`src/rtl/fp_result_packer.sv`:
```
// fp_result_packer: packs the FP adder's unpacked result into a binary32 word,
// or narrows it to binary16 with RNE/truncate rounding. Packed words and flags
// are queued in a small FIFO. Sticky exception flags accumulate for status.
module fp_result_packer #(
  parameter int DEPTH = 2,
  parameter int CW    = $clog2(DEPTH + 1)
) (
  input  logic          clk,
  input  logic          rst,
  input  logic          in_valid,
  output logic          in_ready,
  input  logic          mode_fp,
  input  logic          round_mode,
  input  logic          result_sign,
  input  logic [7:0]    result_exp,
  input  logic [22:0]   result_mant,
  input  logic          overflow,
  input  logic          underflow,
  input  logic          inexact,
  output logic          out_valid,
  input  logic          out_ready,
  output logic [31:0]   out_data,
  output logic [2:0]    out_flags,
  output logic [2:0]    sticky_flags,
  input  logic          flag_clear,
  output logic [CW-1:0] count
);

  localparam int AW = (DEPTH > 1) ? $clog2(DEPTH) : 1;

  // Packing results (combinational on the inputs)
  logic [31:0] pack_data;
  logic [2:0]  pack_flags;

  // Half-precision working fields
  logic [4:0]  half_exp;
  logic [9:0]  half_mant;
  logic [10:0] half_sum;
  logic        guard_bit;
  logic        sticky_bit;
  logic        round_inc;

  // FIFO state
  logic [34:0]   mem [DEPTH];
  logic [AW-1:0] wr_ptr_reg, wr_ptr_next;
  logic [AW-1:0] rd_ptr_reg, rd_ptr_next;
  logic [CW-1:0] count_reg, count_next;
  logic [2:0]    sticky_reg, sticky_next;
  logic          push;
  logic          pop;

  assign in_ready  = (count_reg != CW'(DEPTH));
  assign out_valid = (count_reg != '0);
  assign push      = in_valid && in_ready;
  assign pop       = out_valid && out_ready;

  // Gate the head with out_valid so stale storage (e.g. after reset) never shows
  assign out_data     = out_valid ? mem[rd_ptr_reg][31:0]  : 32'd0;
  assign out_flags    = out_valid ? mem[rd_ptr_reg][34:32] : 3'd0;
  assign count        = count_reg;
  assign sticky_flags = sticky_reg;

  // Pack the incoming result into binary32 or binary16 and derive its flags
  always_comb begin
    pack_data  = 32'd0;
    pack_flags = {overflow, underflow, inexact};
    // exp-112 fits in 5 bits over the normal half range 113..142, so only the
    // low exponent bits are needed: (exp - 112) mod 32 == exp[4:0] - 16.
    half_exp   = result_exp[4:0] - 5'd16;
    half_mant  = result_mant[22:13];
    guard_bit  = result_mant[12];
    sticky_bit = |result_mant[11:0];
    round_inc  = !round_mode && guard_bit && (sticky_bit || half_mant[0]);
    half_sum   = {1'b0, half_mant} + {10'd0, round_inc};

    if (mode_fp) begin
      if (result_exp == 8'hFF) begin
        pack_data     = {result_sign, 8'hFF, 23'd0};
        pack_flags[2] = 1'b1;
      end else begin
        pack_data = {result_sign, result_exp, result_mant};
      end
    end else begin
      if (result_exp == 8'd0) begin
        pack_data = {16'd0, result_sign, 15'd0};
      end else if (result_exp <= 8'd112) begin
        // Below the half normal range: flush to signed zero
        pack_data     = {16'd0, result_sign, 15'd0};
        pack_flags[1] = 1'b1;
        pack_flags[0] = 1'b1;
      end else if (result_exp >= 8'd143) begin
        pack_data     = {16'd0, result_sign, 5'h1F, 10'd0};
        pack_flags[2] = 1'b1;
      end else begin
        pack_flags[0] = pack_flags[0] | guard_bit | sticky_bit;
        if (half_sum[10]) begin
          // Mantissa rolled over: bump the exponent; 31 encodes infinity
          pack_data = {16'd0, result_sign, half_exp + 5'd1, 10'd0};
          if (half_exp == 5'd30) begin
            pack_flags[2] = 1'b1;
          end
        end else begin
          pack_data = {16'd0, result_sign, half_exp, half_sum[9:0]};
        end
      end
    end
  end

  // Next-state for pointers, occupancy and sticky flags
  always_comb begin
    wr_ptr_next = wr_ptr_reg;
    rd_ptr_next = rd_ptr_reg;
    count_next  = count_reg;
    sticky_next = sticky_reg;

    if (push) begin
      wr_ptr_next = (wr_ptr_reg == AW'(DEPTH - 1)) ? '0 : wr_ptr_reg + 1'b1;
    end
    if (pop) begin
      rd_ptr_next = (rd_ptr_reg == AW'(DEPTH - 1)) ? '0 : rd_ptr_reg + 1'b1;
    end
    case ({push, pop})
      2'b10:   count_next = count_reg + 1'b1;
      2'b01:   count_next = count_reg - 1'b1;
      default: count_next = count_reg;
    endcase

    // A clear in the same cycle as a push keeps the pushed flags
    if (flag_clear) begin
      sticky_next = push ? pack_flags : 3'd0;
    end else if (push) begin
      sticky_next = sticky_reg | pack_flags;
    end
  end

  // Control state registers with synchronous active-low reset
  always_ff @(posedge clk) begin
    if (!rst) begin
      wr_ptr_reg <= '0;
      rd_ptr_reg <= '0;
      count_reg  <= '0;
      sticky_reg <= 3'd0;
    end else begin
      wr_ptr_reg <= wr_ptr_next;
      rd_ptr_reg <= rd_ptr_next;
      count_reg  <= count_next;
      sticky_reg <= sticky_next;
    end
  end

  // FIFO storage: write the packed word and flags at push
  always_ff @(posedge clk) begin
    if (push) begin
      mem[wr_ptr_reg] <= {pack_flags, pack_data};
    end
  end

endmodule

```
`config.mk`:
```
export PLATFORM = sky130hd
export DESIGN_NAME = fp_result_packer
export DESIGN_NICKNAME = d
export VERILOG_FILES = /design/src/rtl/fp_result_packer.sv
export SDC_FILE = /design/constraint.sdc
export NUM_CORES = 1
export LEC_CHECK = 0
export CORE_AREA = 3 3 119 121
export CTS_CLUSTER_DIAMETER = 50
export DETAILED_ROUTE_END_ITERATION = 8
export DIE_AREA = 0 0 122 124
export PLACE_DENSITY_LB_ADDON = 0.12
export SLEW_MARGIN = 30
export SYNTH_ARGS = -nofsm -noshare
export SYNTH_HDL_FRONTEND = slang
export SYNTH_SLANG_ARGS = --single-unit
```
`constraint.sdc`:
```
create_clock -name clk -period 4.95 [get_ports clk]
set_input_delay 0.99 -clock clk [delete_from_list [all_inputs] [get_ports clk]]
set_output_delay 0.99 -clock clk [all_outputs]
set_load 0.01 [all_outputs]
```
# Word level (Yosys, flattened, before mapping)
# Memories as Yosys holds them, arrays and structs flattened. A register that Yosys moved wholly into a read port is not among the register bits.
# Cells that the tools add are included.
# Widths: inputs -> output; s select.
dict set report word_totals {
  ff_bits 7
  mem_bits_rw 70
  inputBits 42
  out_inout_bits 42
  elab_cells 62
  memories 1
}
dict set report op_classes {
  n_addsub 7
  order_cmp 2
  eq_ne 5
  mux 29
  bitwise_logic 3
  reduce_logical 11
}
# memory depth width read_ports rd_clocked_by_memory_dff wr line_no
set memory_table {}
lappend memory_table {mem 2 35 1 1 1 44} ;# logic [34:0] mem [DEPTH];
# operator n
set op_table {}
lappend op_table {{$mux 32} 2}
lappend op_table {{$mux 15} 4}
lappend op_table {{$mux 31} 1}
lappend op_table {{$mux 1} 15}
lappend op_table {{$mux 3} 5}
lappend op_table {{$reduce_or 12->1} 1}
lappend op_table {{$add 10x1->11} 1}
lappend op_table {{$eq 8x8->1 const B} 1}
lappend op_table {{$ge 8x8->1 const B} 1}
lappend op_table {{$le 8x7->1 const B} 1}
lappend op_table {{$logic_not 8->1} 1}
lappend op_table {{$reduce_bool 2->1} 3}
lappend op_table {{$add 5x1->5 const B} 1}
lappend op_table {{$eq 5x5->1 const B} 1}
lappend op_table {{$sub 5x5->5 const B} 1}
lappend op_table {{$logic_and 1x1->1} 4}
lappend op_table {{$pmux 2 s2} 1}
lappend op_table {{$or 3x3->3} 1}
lappend op_table {{$add 1x1->1 const B} 2}
lappend op_table {{$add 2x1->2 const B} 1}
lappend op_table {{$eq 2x1->1 const B} 1}
lappend op_table {{$eq 2x2->1 const B} 1}
lappend op_table {{$mux 2} 1}
lappend op_table {{$ne 2x2->1 const B} 1}
lappend op_table {{4 further kinds} 5}

# Longest topological paths before layout
dict set report logic_depth {
  word_depth 12
  depth_mapped 7
  mapped_depth_nobuf 7
}

# Worst setup path before layout
# OpenSTA, ideal clock, no wires.
dict set report synth_timing {
  kind {input to register}
  from {input in_valid}
  to {memory mem[0][0], enable pin}
  setup_ps 427
  arrival_time_ps 2566
  slack_ps 1957
  cell_stages 2
  path_buffers 0
  cell_sequence {nand2_1 -> nor2_1}
}
dict set report synth_between {
  elab_chain_cells 3
}
# element line_no
set synth_rtl {}
lappend synth_rtl {{start: declaration} 10} ;# input logic in_valid,
lappend synth_rtl {{$logic_and 1x1->1} 54} ;# assign push = in_valid && in_ready;
lappend synth_rtl {{$mux 1} 153} ;# if (push) begin
lappend synth_rtl {{$mux 1 (not written as such)} 154} ;# mem[wr_ptr_reg] <= {pack_flags, pack_data};
lappend synth_rtl {{end: declaration} 44}
# No other way between the ends.

==> implementation parameters <==
Parameter                              Value

Timing
  Post-route fraction of the period consumed by the critical path ... between 60% and 70%
  Setup TNS ... 0 ps
  Maximum operating frequency ... 298 MHz
  Unrepaired setup endpoints after global routing ... no
  Final clock skew ... 7.01 ps
  Final setup fails ... 0
  Hold violation total from the final report ... 0
  Slew at the pin closest to its max-slew limit ... 796 ps
  Number of pins exceeding their max-slew limit in the final report ... 0
  Final WS setup ... 1600 ps
  Hold slack final ... about 490 ps
  Max_slew headroom ... 46.9%
  Tmin final ... 3350 ps

Place
  Placed instance count ... 575
  Standard cell area after detailed placement ... between 4000 and 5000 sq um
  Number of buffer cells added on primary ports ... 83
  Final HPWL from detailed placement ... 7.31 mm
  Final GP Congestion ... 0.838
  Post-Place Setup Slack ... 1640 ps

Pwr
  Overall power of the completed layout ... approximately 2.5 mW
  Leakage power ... 1.76 nW
  Cell area power density ... 478 nW/um^2
  Max VDD drop ... 0.346 mV

Finish
  Number of nets in the layout ... 457
  Share of cells above drive strength 1 ... 8.92%
  Most frequent standard cell in the layout excluding fill and tap cells ... clkdlybuf4s50_1
  Top library cells by usage in the layout, fill and taps aside ... clkdlybuf4s50_1 (83), edfxtp_1 (70), nor2_1 (45), mux2i_1 (36)
  Fin area ... 5200 sq um
  Antenna fix cells ... 0
  Area growth from synthesis to final layout ... 33.3%
  Cell Count, Final, Fillers Out ... 591
  Final-layout fill cell count ... 1281
  Number of flip-flops under the largest register name ... 70
  Final core area utilization ... 39.4%

Logic synthesis
  Netlist area before placement ... 3900 sq um
  Synthesized flop and latch total ... 78
  Post-synth EDFFs ... 70
  Main area contributors after synthesis ... edfxtp_1 (54%), mux2i_1 (9.2%), nor2_1 (4.4%)
  Share of the yosys chip area belonging to registers ... 58.0%
  Mapped Cells ... 326
  Synth async-reset ratio ... 0%
  Biggest area consumer among synthesized cells ... edfxtp_1
  Mapped Avg Cell Area ... 12.0 sq um
  Net Count, Synth ... 373
  YS warnings ... 0
  Fraction of post-synthesis cell area in the top cell type by area ... 53.9%
  Most frequently used flop master after synthesis ... edfxtp_1
  Library cells used by synthesis ... 51

Flow run
  Maximum Capacitance Violations ... 0

Setup path
  Element type at the critical path start ... flop
  Data arrival time of the critical path ... 2360 ps
  Required time at the worst-slack endpoint ... a little under 4000 ps
  Critical path class ... reg -> out
  Cell with the biggest individual delay on the critical path ... dfxtp_2
  Cells traversed along the worst timing path ... buf_4 > mux2i_1 > nor2_1 > clkdlybuf4s50_1
  Delay of the slowest cell on the worst path ... 770 ps
  Category of cells accounting for the largest share of critical-path delay ... buffers and inverters
  Largest fanout on the critical path ... 19
  WP buf/inv ... 2
  Endpoint type of the worst setup path ... primary output

Global routing
  Maximum number of pins on one net before global-route repair ... 36
  Antenna violations before repair ... 0
  Global-route wire length before repair ... between 15 and 20 mm
  GRT Total Usage ... approximately 14%
  Vias in the first global route ... about 2900
  GRT overflow ... 0

Clock tree
  Post-cts sizing count ... 0
  Htree depth ... 3
  Clk_lat worst skew ... 330 ps
  Total clock buffers created by CTS ... 9
  Total of hold buffers inserted after clock tree synthesis ... 0
  Clock-pin slew reported for the worst setup and hold paths after clock tree synthesis ... 60 ps
  Number of clock sinks ... between 70 and 80
  Post CTS Setup Buffer Count ... 0
  TritonCTS clock tree ... built
  Number of buffers on the longest clock path ... 2
  Root cell of the clock tree ... clkbuf_16

Floorplan
  Die outline area ... 15100 sq um
  Initial standard-cell utilization of the core ... between 20% and 30%
  Core Footprint ... 13200 sq um
  Std-Cell Rows ... 42
  Top-level port count ... 84
  X dimension of the die ... roughly 120 microns
  Die Y ... 124 microns

Routing
  Routed wire per std cell ... 16.9 microns
  Number of nets with antenna violations after routing ... 0
  Total via count after detailed routing ... 2767
  Number of optimization iterations in the first detailed-route pass ... 5
  Detailed Route Iter0 Violations ... 181
  Post-detailed-route via-to-cell ratio ... 4.68
  Final routed DRC violation total ... 0
  Detailed-route wire length ... around 10 mm

Hold path
  Worst min-delay path category ... reg -> reg

Outcome
  Result of the run ... finished clean
==> synth_stat cells (2+ instances only) <==
cell type / count
buf_2: 8
a21oi_1: 6
nor4_1: 8
xor2_1: 5
a22o_1: 3
and2_1: 16
nor3_1: 8
or3_1: 3
nand4_1: 3
nand4b_1: 3
a22oi_1: 2
inv_1: 9
nor4b_2: 2
mux2i_1: 36
nand2b_1: 2
o31ai_1: 2
edfxtp_1: 70
o21ai_0: 9
clkbuf_1: 4
dfxtp_1: 8
xnor2_1: 8
ha_1: 5
o21ai_2: 7
nand2_1: 16
and3_1: 4
nand3_1: 7
buf_4: 2
a31oi_1: 2
nor2_1: 46
==> power breakdown <==
part	switching (mW)	internal [mW]
Clock	0.244	0.386
Combinational	0.463	0.463
Sequential	0.0695	0.859
Total	0.777	1.71
==> worst min-delay path: cells and delay by family (launching register included) <==
family         cells  cell delay, ps
flip-flops         1             340
AO/OA/AOI/OAI      2             120
==> area by class of cell <==
cell class                      count  area, sq um  area share (%)
Tap cell                          176          220            4.23
Clock inverter                      7         63.8            1.23
Timing Repair Buffer               88          868            16.7
Sequential cell                    78         2260            43.5
Clock buffer                        9          225            4.33
Inverter                            9         33.8           0.649
Multi-Input combinational cell    224         1530            29.4
==> path summary, 6_finish.rpt <==
kind | start | endpoint | slack, ps | cells after the start
worst max-delay path | flop | out_data[19] | 1600 | 4
worst min-delay path | sticky_flags[2] | sticky_flags[2] | 490 | 2
worst max register to register | count[1] | count[1] | 2430 | 7
worst min register to register | sticky_flags[2] | sticky_flags[2] | 490 | 2
==> layer usage <==
metal	global-route usage, %	share of wire (%)	vias to the layer above
met5	0	0	-
met2	22.7	50	58
met3	2.04	3.2	9
met4	5.67	1.2	0
li1	-	-	1378
met1	17.8	45	1322
==> logic make-up (layout without fill, tap and decap cells) <==
group	after synthesis	in the layout	synth area share [%]
compound gates	40	40	7.57
xor+xnor	13	13	2.92
fa+ha+maj	5	5	1.60
buf+inv	24	113	2.95
flops	78	78	58.0
mux	36	36	9.23
simple gates	130	130	17.8
(Power assumes the default switching activity.)
